[src/rtl/wb_conbus_slv_dec_pkg.sv]
`default_nettype none
// wb_conbus_pkg: shared types and helpers for the wb_conbus slave-side decoder.
package wb_conbus_pkg;

  typedef enum logic [1:0] {
    IDLE   = 2'd0,
    ACTIVE = 2'd1,
    ERR    = 2'd2
  } state_t;

  typedef enum logic [1:0] {
    CAUSE_UNMAPPED = 2'd0,
    CAUSE_TIMEOUT  = 2'd1,
    CAUSE_SLVERR   = 2'd2
  } err_cause_t;

  // Width of the slave index taken from the top address bits.
  function automatic int idx_width(input int num_slaves);
    return (num_slaves <= 2) ? 1 : $clog2(num_slaves);
  endfunction

endpackage
`default_nettype wire

[src/rtl/wb_conbus_slv_dec_to_cnt.sv]
`default_nettype none
// wb_conbus_to_cnt: saturating timeout counter; hit flags the increment that reaches TIMEOUT.
module wb_conbus_to_cnt #(
  parameter int TIMEOUT = 255
) (
  input  logic clk,
  input  logic rst,
  input  logic clr,
  input  logic inc,
  output logic hit
);

  localparam int CW = $clog2(TIMEOUT + 1);
  localparam logic [CW-1:0] LIMIT = CW'(TIMEOUT);

  logic [CW-1:0] cnt;

  always_ff @(posedge clk) begin
    if (!rst || clr) begin
      cnt <= '0;
    end else if (inc && (cnt != LIMIT)) begin
      cnt <= cnt + 1'b1;
    end
  end

  // Combinational so that a response in the same cycle can still override it.
  assign hit = inc && (cnt == (LIMIT - 1'b1));

endmodule
`default_nettype wire

[src/rtl/wb_conbus_slv_dec.sv]
`default_nettype none
// wb_conbus_slv_dec: decodes the granted master onto NUM_SLAVES slaves and routes responses back.
// Optional sticky error log enabled by WB_CONBUS_ERR_LOG_EN.
module wb_conbus_slv_dec
  import wb_conbus_pkg::*;
#(
  parameter int                    NUM_SLAVES = 8,
  parameter int                    AW         = 32,
  parameter int                    DW         = 32,
  parameter logic [NUM_SLAVES-1:0] SLV_MASK   = '1,
  parameter int                    TIMEOUT    = 255
) (
  input  logic                     clk,
  input  logic                     rst,
  input  logic [AW-1:0]            m_adr_i,
  input  logic [DW-1:0]            m_dat_i,
  input  logic [DW/8-1:0]          m_sel_i,
  input  logic                     m_we_i,
  input  logic                     m_cyc_i,
  input  logic                     m_stb_i,
  output logic [DW-1:0]            m_dat_o,
  output logic                     m_ack_o,
  output logic                     m_err_o,
  output logic                     m_rty_o,
  output logic [AW-1:0]            s_adr_o,
  output logic [DW-1:0]            s_dat_o,
  output logic [DW/8-1:0]          s_sel_o,
  output logic                     s_we_o,
  output logic [NUM_SLAVES-1:0]    s_cyc_o,
  output logic [NUM_SLAVES-1:0]    s_stb_o,
  input  logic [NUM_SLAVES*DW-1:0] s_dat_i,
  input  logic [NUM_SLAVES-1:0]    s_ack_i,
  input  logic [NUM_SLAVES-1:0]    s_err_i,
  input  logic [NUM_SLAVES-1:0]    s_rty_i
`ifdef WB_CONBUS_ERR_LOG_EN
  ,
  input  logic                     err_clr_i,
  output logic                     err_valid_o,
  output logic [AW-1:0]            err_adr_o,
  output logic [1:0]               err_cause_o
`endif
);

  localparam int IW = idx_width(NUM_SLAVES);

  state_t        state;
  state_t        state_nxt;
  logic [IW-1:0] idx;
  logic [IW-1:0] sel_q;
  logic          req;
  logic          sel_ack;
  logic          sel_err;
  logic          sel_rty;
  logic          resp;
  logic          to_clr;
  logic          to_inc;
  logic          to_hit;

  assign idx     = m_adr_i[AW-1 -: IW];
  assign req     = m_cyc_i & m_stb_i;
  assign sel_ack = s_ack_i[sel_q];
  assign sel_err = s_err_i[sel_q];
  assign sel_rty = s_rty_i[sel_q];
  assign resp    = sel_ack | sel_err | sel_rty;

  assign s_adr_o = m_adr_i;
  assign s_dat_o = m_dat_i;
  assign s_sel_o = m_sel_i;
  assign s_we_o  = m_we_i;

  assign to_clr = (state != ACTIVE);
  assign to_inc = (state == ACTIVE) & m_cyc_i & ~resp;

  wb_conbus_to_cnt #(
    .TIMEOUT (TIMEOUT)
  ) u_to_cnt (
    .clk (clk),
    .rst (rst),
    .clr (to_clr),
    .inc (to_inc),
    .hit (to_hit)
  );

  always_ff @(posedge clk) begin
    if (!rst) begin
      state <= IDLE;
      sel_q <= '0;
    end else begin
      state <= state_nxt;
      if ((state == IDLE) && req) begin
        sel_q <= idx;
      end
    end
  end

  // Abort beats response beats timeout, so a late ack never turns into an err.
  always_comb begin
    state_nxt = state;
    case (state)
      IDLE: begin
        if (req) begin
          state_nxt = SLV_MASK[idx] ? ACTIVE : ERR;
        end
      end
      ACTIVE: begin
        if (!m_cyc_i || resp) begin
          state_nxt = IDLE;
        end else if (to_hit) begin
          state_nxt = ERR;
        end
      end
      ERR:     state_nxt = IDLE;
      default: state_nxt = IDLE;
    endcase
  end

  always_comb begin
    s_cyc_o = '0;
    s_stb_o = '0;
    m_dat_o = '0;
    m_ack_o = 1'b0;
    m_err_o = 1'b0;
    m_rty_o = 1'b0;
    case (state)
      ACTIVE: begin
        s_cyc_o[sel_q] = m_cyc_i;
        s_stb_o[sel_q] = m_stb_i;
        m_dat_o        = m_stb_i ? s_dat_i[sel_q*DW +: DW] : '0;
        m_ack_o        = m_stb_i & sel_ack;
        m_err_o        = m_stb_i & sel_err;
        m_rty_o        = m_stb_i & sel_rty;
      end
      ERR:     m_err_o = 1'b1;
      default: ;
    endcase
  end

`ifdef WB_CONBUS_ERR_LOG_EN
  logic       to_err_q;
  err_cause_t cause;

  // Remembers whether ERR was entered from ACTIVE (timeout) or IDLE (unmapped).
  always_ff @(posedge clk) begin
    if (!rst) begin
      to_err_q <= 1'b0;
    end else if (state_nxt == ERR) begin
      to_err_q <= (state == ACTIVE);
    end
  end

  always_comb begin
    cause = CAUSE_SLVERR;
    if (state == ERR) begin
      cause = to_err_q ? CAUSE_TIMEOUT : CAUSE_UNMAPPED;
    end
  end

  always_ff @(posedge clk) begin
    if (!rst) begin
      err_valid_o <= 1'b0;
      err_adr_o   <= '0;
      err_cause_o <= '0;
    end else if (m_err_o && (!err_valid_o || err_clr_i)) begin
      err_valid_o <= 1'b1;
      err_adr_o   <= m_adr_i;
      err_cause_o <= cause;
    end else if (err_clr_i) begin
      err_valid_o <= 1'b0;
      err_adr_o   <= '0;
      err_cause_o <= '0;
    end
  end
`endif

endmodule
`default_nettype wire

[config.mk]
export PLATFORM = sky130hd
export DESIGN_NAME = wb_conbus_slv_dec
export DESIGN_NICKNAME = d
export VERILOG_FILES = /design/src/rtl/wb_conbus_slv_dec_pkg.sv /design/src/rtl/wb_conbus_slv_dec_to_cnt.sv /design/src/rtl/wb_conbus_slv_dec.sv
export SDC_FILE = /design/constraint.sdc
export NUM_CORES = 1
export LEC_CHECK = 0
export BUFFER_PORTS_ARGS = -buffer_cell sky130_fd_sc_hd__buf_2
export CORE_AREA = 2 2 186 188
export CTS_CLUSTER_DIAMETER = 200
export DETAILED_ROUTE_END_ITERATION = 12
export DIE_AREA = 0 0 188 190
export PLACE_DENSITY = 0.34
export RECOVER_POWER = 100
export SLEW_MARGIN = 20
export SYNTH_ARGS = -nofsm -noshare
export SYNTH_HDL_FRONTEND = slang
export SYNTH_HIERARCHICAL = 1
export SYNTH_SLANG_ARGS = --single-unit
[constraint.sdc]
create_clock -name clk -period 2.93 [get_ports clk]
set_input_delay 0.4395 -clock clk [delete_from_list [all_inputs] [get_ports clk]]
set_output_delay 0.4395 -clock clk [all_outputs]
set_load 0.03 [all_outputs]
---- After elaboration in Yosys (flattened, before gate mapping) ----
Memory sizes are Yosys's and may differ from the RTL's.
Index checks and enable logic that the tools add are counted.
cells by class
  $add $sub $neg .......................... 1
  order comparisons ....................... 3
  equal/unequal tests ..................... 7
  shifts and indexed selects .............. 1
  muxes and demuxes ....................... 21
  bitwise gates (word level) .............. 11
  reduce and logical (&&, ||, !) cells .... 10
operators with widths
  kind                   number
  $shiftx A256 B9 Y32    1
  $mux W32               2
  $and A8 B8 Y8          2
  $mux W8                2
  $bmux W1 S3            3
  $add A8 B1 Y8 const B  1
  $eq A8 B8 Y1 const B   1
  $lt A3 B4 Y1 const B   2
  $mux W2                4
  $ne A8 B8 Y1 const B   1
  $mux W1                7
  $and A1 B1 Y1          6
  $logic_and A1 B1 Y1    4
  $pmux W2 S2            1
  $demux W1 S3           1
  $ge A3 B1 Y1 const B   1
  $ne A3 B2 Y1 const B   1
  $eq A2 B1 Y1 const B   1
  $eq A2 B2 Y1 const B   1
  $logic_not A1 Y1       2
  $logic_not A2 Y1       1
  $logic_or A1 B1 Y1     2
  $ne A2 B1 Y1 const B   1
  $ne A2 B2 Y1 const B   1
  4 further kinds        5
word-level totals
  flip-flop bits (word level) ............. 13
  ROM bits ................................ 8
  input port bits ......................... 353
  output and inout bits ................... 120
  word-level logic and storage cells ...... 58
  memories ................................ 1
memories
  memory            depth  bits a word  read ports  clocked after memory_dff  wr ports  line                      text
  (name not given)  8      1            1           0                         0         wb_conbus_slv_dec.sv:102  state_nxt = SLV_MASK[idx] ? ACTIVE : ERR;

---- Logic depth before layout (Yosys ltp) ----
Gate-level depths: netlist of the first run.
  depth after elaboration ................. 10
  mapped depth ............................ 12
  depth with buffers taken out ............ 10

---- Cells and area by module ----
Netlist of the first run, hierarchy kept.
by module, submodules not included
  module             times used  cells an instance  area each (µm²)  seq. area each (µm²)
  wb_conbus_slv_dec  1           348                2600.0           100.1
  wb_conbus_to_cnt   1           50                 473.0            160.2

---- Least setup slack after synthesis of the first run ----
Ideal clock, no wire load.
  path type ............................... register to output
  start point ............................. register sel_q[0]
  end point ............................... output port m_dat_o[14]
  data arrival time ....................... 1.920 ns
  data required time ...................... 2.491 ns
  slack ................................... 0.570 ns
  stages on the path, launching flop included .. 7
  path buffers ............................ 3
  path through ............................ dfxtp_1 -> buf_6 -> buf_4 -> nor3_2 -> clkbuf_1 -> a22oi_1 -> a41oi_1
between the ends
  cells in the longest elaborated chain, start to end .. 3
ends and longest elaborated chain
  element                 line                      text
  from (decl)             wb_conbus_slv_dec.sv:49   logic [IW-1:0] sel_q;
  from (signal assigned)  wb_conbus_slv_dec.sv:91   sel_q <= idx;
  $shiftx A256 B9 Y32     wb_conbus_slv_dec.sv:128  m_dat_o = m_stb_i ? s_dat_i[sel_q*DW +: DW] : '0;
  $mux W32                wb_conbus_slv_dec.sv:128
  $mux W32                wb_conbus_slv_dec.sv:124  case (state)
  to (decl)               wb_conbus_slv_dec.sv:21   output logic [DW-1:0] m_dat_o,
No other way between the ends.

---- Worst setup path after layout of the first run ----
  start point ............................. register sel_q[2]
  end point ............................... output port m_dat_o[25]
Same word-level chain as after synthesis.

==> results of run 1 <==
metrics by stage:
| step | area, µm² | power [mW] | worst slack [ns] | std cells |
|---|---|---|---|---|
| final | 4940 | 0.962 | 0.159 | 1116 |
| after global placement | 4910 | 0.715 | 0.293 | 1110 |
| after floorplan | 3070 | 0.564 | 0.570 | 398 |
| after global routing | 4940 | 1.03 | 0.0355 | 1115 |
| after detailed placement | 4910 | 0.715 | 0.291 | 1110 |
| after CTS | 4990 | 0.983 | 0.0446 | 1114 |
final cells by class:
| type | instances | share of cell area, % |
|---|---|---|
| flip-flops and latches | 13 | 5.27 |
| repair buffers | 364 | 38.4 |
| inverters | 4 | 0.304 |
| clock buffers | 4 | 1.59 |
| multi-input cells | 274 | 42.9 |
| diodes | 2 | 0.101 |
| well taps | 455 | 11.5 |
worst max-delay path by stage:
stage,startpoint,to,slack [ns],depth (start not counted)
3_5_place_dp,sel_q[2],m_dat_o[25],0.29,6
4_1_cts,sel_q[2],m_dat_o[25],0.04,6
5_1_grt,sel_q[0],m_dat_o[25],0.04,6
3_3_place_gp,sel_q[2],m_dat_o[25],0.29,6
2_1_floorplan,sel_q[0],m_dat_o[14],0.57,6
6_report,sel_q[2],m_dat_o[25],0.16,6
cell families (layout without fill, tap and decap cells):
kind of cell,after synthesis,in the layout
adders and majority gates,5,5
and+or+nand+nor,75,75
other,0,2
DFF,13,13
muxes,15,15
xor gates and xnor gates,1,1
AOI/OAI and AO/OA,178,178
buffers and inverters,111,372
worst register-to-register path, stage by stage (launching register included):
cell and delay [ns]:
dfxtp_1 0.48, buf_12 0.21, mux2_2 0.35, o211ai_1 0.32, and4b_1 0.27, clkbuf_1 0.28
and4_1 0.32, a21oi_1 0.10, a311oi_2 0.22
cell usage after synthesis (all sizes together) (2+ instances only):
library cell	instances	share of area, %
a21oi	3	0.61
nand2b	3	0.61
nor2	14	1.8
a22o	2	0.57
mux2i	10	3.3
nand3	7	1.1
and3	7	1.5
clkbuf	18	2.2
and2	4	0.81
buf	89	20
a221oi	2	0.57
inv	4	0.49
mux4	4	3.4
ha	5	2.0
a211oi	2	0.65
a41oi	31	8.8
and4	4	1.5
dfxtp	13	8.5
a22oi	125	31
nor3	6	1.3
a31oi	4	0.81
nand2	15	1.8
nor2b	12	2.4
power by group:
group	switching (mW)	total, mW	internal [mW]
sequential	0.00501	0.186	0.181
combinational	0.275	0.518	0.243
clock	0.0756	0.259	0.184
per-layer routing:
layer,GRT usage (%),wire (µm)
met3,4.35,2390
met4,3.24,560
met5,0,23
met1,15.0,9500
met2,21.0,11400
timing repair:
action | CTS | global route
buffers inserted | 0 | 0
setup endpoints to repair | 0 | 4
gates resized for setup | 0 | 2
registers in the layout, summed over array words and instances (netlist names):
signal        cells
state             2
u_to_cnt/cnt      8
sel_q             3
==> impl_results.md, run 1 <==
- Initial DRC count: 288
- Worst vdd ir: 0.000149 V
- WHS: 0.502 ns
- Inserted Clock Buffers: 3
- Antenna violations before repair: 5
- Setup Viol. Count Final: 0
- Pre-antenna DRT Iters: 7
- Syn avg cell area: 7.72 µm²
- Core Area: 0.0339 mm²
- Hold EP: sel_q[2]
- Tmin final: 2.77 ns
- Crit path required time: 2.49 ns
- Post-synthesis compound-gate area fraction: 45.3%
- Remaining antenna violation count: 0
- Die area: 0.0357 mm²
- Initial Util: 9.05%
- Status: completed
- Register-to-register setup slack: 0.28 ns
- Detailed Route WL: 23,900 µm
- Root Driver: clkbuf_16
- Multi-input gate area: 0.00212 mm²
- Delay-heaviest family, CP: buffers and inverters
- CP max stage cell: dfxtp_1
- Clock tree buffer depth: 2
- GRT overflow: 0
- Worst hold start: m_adr_i[31]
- Critical path type: register to output port
- Async set-reset flop share out of synthesis: 0%
- Fmax: 361 MHz
- Total number of vias: 4,525
- Worst path max stage delay: 0.53 ns
- Hpwl dp: 20,000 µm
- Ys Warns: 6
- Most common cell after layout, fill and taps aside: buf_2
- Synthesized-area fraction occupied by adder cells: 2.04%
- Per-cell routed wire length: 21.4 µm
- Ratio of cells with drive above 1 in the final layout: 54.9%
- Die H: 190 µm
- Vias in the first global route: 4,507
- Placer Congestion: 0.822
- Port Buffers: 340
- Sinks on Clock Net: 13
- #FFs+latches synth: 13
- Max-cap viol count: 0
- Crit path max fanout: 19
- Main flop type after synthesis: dfxtp_1
- Worst slew pin tran: 0.662 ns
- Seq. cell area: 260 µm²
- Max transition margin: 55.9%
- Crit path DAT: 2.33 ns
- Mapped cell area: 0.00307 mm²
- Row cnt: 68
- Worst path cell trace: nor2b_1 > and2_2 > buf_4 > a22oi_1 > a41oi_1 > clkbuf_2
- FF-to-FF Start: sel_q[0]
- CTS clk-pin slew, worst paths: 0.05 ns
- Via/cell ratio: 4.05
- Drc violations: 0
- Worst Reg-to-Reg Cells: 8
- FILL cells: 3,962
- Cts hold-fix bufs: 0
- RR Endpoint: u_to_cnt/cnt[7]
- Type of the worst min-delay path: primary input to register
- Htree depth: 1
- IO Pins: 473
- Worst setup SP type: register
- Final #Nets: 1,018
- Buf/Inv on CP: 2
- Xor/xnor cell area share of the yosys netlist: 0.285%
- Largest net degree at the start of global routing: 25
- Slew Limit Fails: 0
- Fin crit share: 94.6%
- Main combinational cell family by area after synthesis: compound AO/OA/AOI/OAI gates
- Worst-skew pair later-pin latency: 0.24 ns
- Min-Delay Path Depth: 3
- Final setup TNS: 0 ns
- Count of different cell masters after synthesis: 44
- Hold Fails Final Rpt: 0
- Sequential fraction of the synthesis area: 8.47%
- TritonCTS clock tree: built
- Area Overhead vs Synth: 60.8%
- Final Util: 14.6%
- RSZ-0062 raised after global routing: no
- Post-synth EDFFs: 0
- Setup Skew: 0.00134 ns
- Post-synthesis cell count: 398
- Synth Area in Simple Gates: 13.8%
- Die W: 188 µm
- Syn_nets: 756
- Mux contribution to synthesized area: 7.04%
- Commonest cells after routing, fill and taps aside: buf_2 (297), a22oi_1 (125), a41oi_1 (31)
- Pleak: 2.07 nW
- First-pass GRT wire length: 32,400 µm
- Global-route total usage across every layer: 12.4%
- PD cells: 195 mW/mm²
- Critical Path Sink Type: output port
Power figures use the tool's default switching activity.
==> run 2, diff against run 1 <==
- CORE_AREA: 2 2 186 188 -> 2 2 182 184
- DIE_AREA: 0 0 188 190 -> 0 0 184 186
- PLACE_DENSITY: 0.34 -> 0.35
- SYNTH_HIERARCHICAL: 1 -> not set
==> impl_results.md, run 2 <==
- Register-to-register setup slack: 0.28 ns
- Worst Reg-to-Reg Cells: 6
- Flip-flop count of the largest register after layout: 8
- Final #Nets: 1,017
- WHS: 0.481 ns
- Port Buffers: 340
- Remaining antenna violation count: 0
- Most common cell after layout, fill and taps aside: buf_2
- Worst path cell trace: nor2b_1 > and2_2 > buf_4 > a22oi_1 > a41oi_1 > clkbuf_1
- Via/cell ratio: 4.17
- Initial DRC count: 193
- Main flop type after synthesis: dfxtp_1
- First-pass GRT wire length: 28,500 µm
- Async set-reset flop share out of synthesis: 0%
- IO Pins: 473
- Worst-skew pair later-pin latency: 0.25 ns
- Pleak: 1.96 nW
- Area leader, netlist: a22oi_1
- Leading cell types by count after synthesis: a22oi_1 (128), buf_4 (69), clkbuf_1 (36)
- CP max stage cell: dfxtp_1
- #FFs+latches synth: 13
- Worst vdd ir: 0.000137 V
- Status: completed
- Fmax: 368 MHz
- Core Area: 0.0322 mm²
- Hpwl dp: 16,800 µm
- Biggest regs: u_to_cnt.cnt: 8 flops, sel_q: 3 flops, state: 2 flops
- CTS clk-pin slew, worst paths: 0.05 ns
- Sequential fraction of the synthesis area: 8.36%
- FF-to-FF Start: sel_q[0]
- Worst hold start: u_to_cnt.cnt[7]
- TritonCTS clock tree: built
- Top reg by flops: u_to_cnt.cnt
- Fin crit share: 92.8%
- Inserted Clock Buffers: 3
- Max-cap viol count: 0
- Slew Limit Fails: 0
- Placed inst area: 0.00486 mm²
- Hold EP: u_to_cnt.cnt[7]
- Area Overhead vs Synth: 56.3%
- Crit path DAT: 2.28 ns
- Crit path max fanout: 18
- Die H: 186 µm
- FILL cells: 3,775
- Yosys top cell area share: 30.9%
- Syn avg cell area: 7.59 µm²
- Post-synthesis cell count: 410
- Critical Path Sink Type: output port
- Total setup buffers inserted after CTS: 0
- Total number of vias: 4,456
- Ys Warns: 0
- Hold Fails Final Rpt: 0
- Global-route total usage across every layer: 11.4%
- Worst setup SP type: register
- Cell area after layout: 0.00486 mm²
- Min-Delay Path Depth: 2
- Antenna violations before repair: 5
- GRT overflow: 0
- Worst setup margin: 0.212 ns
- Max transition margin: 48.9%
- Syn_nets: 768
- Placer Congestion: 0.727
- Die area: 0.0342 mm²
- Drc violations: 0
- RSZ-0062 raised after global routing: no
- Commonest cells after routing, fill and taps aside: buf_2 (297), a22oi_1 (128), clkbuf_1 (39)
- Mapped cell area: 0.00311 mm²
- Pre-antenna DRT Iters: 5
- PD cells: 200 mW/mm²
- Critical path type: register to output port
- Row cnt: 66
- Die W: 184 µm
- Pre-CTS setup slack: 0.479 ns
- Cts hold-fix bufs: 0
- Worst slew pin tran: 0.766 ns
- Worst path max stage delay: 0.45 ns
- Synth top area cells: a22oi_1 (31%), buf_4 (17%), a41oi_1 (9.3%), dfxtp_1 (8.4%), clkbuf_1 (4.3%)
- Post-synth EDFFs: 0
- Detailed Route WL: 21,500 µm
- RR Endpoint: u_to_cnt.cnt[0]
- Final setup TNS: 0 ns
- Htree depth: 1
- Type of the worst min-delay path: register to register
- Per-cell routed wire length: 20.1 µm
- Setup Skew: 0.00404 ns
- Crit path required time: 2.49 ns
- Ratio of cells with drive above 1 in the final layout: 50.9%
- Clock tree buffer depth: 2
- Root Driver: clkbuf_16
- Tmin final: 2.72 ns
- Setup Viol. Count Final: 0
- Most frequent cell after synthesis: a22oi_1
- Largest net degree at the start of global routing: 35
- Count of different cell masters after synthesis: 45
- Initial Util: 9.66%
- Sinks on Clock Net: 13
- Post-cts gate resize count: 0
- Vias in the first global route: 4,344
==> run 2: cell types whose count changed after synthesis, moves of 3 or more <==
cell / previous run / this run
mux4_1: 4 / 0
nor2_1: 13 / 16
buf_2: 18 / 4
o211ai_1: 1 / 5
a22oi_1: 125 / 128
clkbuf_1: 18 / 36
mux4_2: 0 / 4
a31oi_1: 4 / 0
and4_4: 4 / 0
and3_1: 5 / 2
and2_1: 4 / 10
==> run 2: metal layers <==
layer | global-route usage (%) | share of wire, % | wire, µm
met5 | 0 | 0.14 | 29
met4 | 4.83 | 4.1 | 883
met3 | 2.56 | 7.2 | 1550
met2 | 18.5 | 47 | 10100
met1 | 14.6 | 42 | 8940
==> run 2: power breakdown <==
part | total, mW | internal [mW] | switching [mW]
logic | 0.521 | 0.242 | 0.279
registers | 0.185 | 0.180 | 0.00475
clock network | 0.268 | 0.182 | 0.0852
total | 0.973 | 0.604 | 0.369
==> run 2: worst max-delay path by stage <==
stage | end | startpoint
global placement | m_dat_o[27] | sel_q[2]
detailed placement | u_to_cnt.cnt[0] | sel_q[0]
CTS | m_rty_o | sel_q[0]
floorplan | m_dat_o[13] | sel_q[0]
finish | m_dat_o[12] | sel_q[1]
global route | m_dat_o[4] | sel_q[1]
==> run 2: final cells by class <==
| class | count | area [µm²] | share of cell area [%] |
|---|---|---|---|
| Clock buffer | 3 | 75.1 | 1.54 |
| Inverter | 4 | 15.0 | 0.309 |
| Antenna cell | 3 | 7.51 | 0.154 |
| Tap cell | 408 | 510 | 10.5 |
| Timing Repair Buffer | 356 | 1860 | 38.2 |
| Multi-Input combinational cell | 281 | 2130 | 43.9 |
| Clock inverter | 1 | 5.00 | 0.103 |
| Sequential cell | 13 | 260 | 5.35 |
==> run 2: logic make-up after synthesis <==
family | after synthesis | share of synthesized area (%)
compound gates | 182 | 45.0
buf+inv | 116 | 23.2
simple gates | 78 | 13.7
mux | 16 | 7.76
flops | 13 | 8.36
fa+ha+maj | 5 | 2.01
==> run 2: worst max-delay path, delay by kind of cell (launching register included) <==
kind	cells	cell delay, ns
AO/OA/AOI/OAI	2	0.40
buffers and inverters	2	0.64
flip-flops	1	0.45
AND/OR/NAND/NOR	2	0.52
==> run 2: through the flow <==
stage / util [%] / instances / total power [mW]
final: 15.1 / 1069 / 0.973
after global routing: 15.1 / 1067 / 1.04
after CTS: 15.3 / 1066 / 1.01
after detailed placement: 15.1 / 1062 / 0.728
after global placement: 15.1 / 1062 / 0.732
after floorplan: - / 410 / 0.584
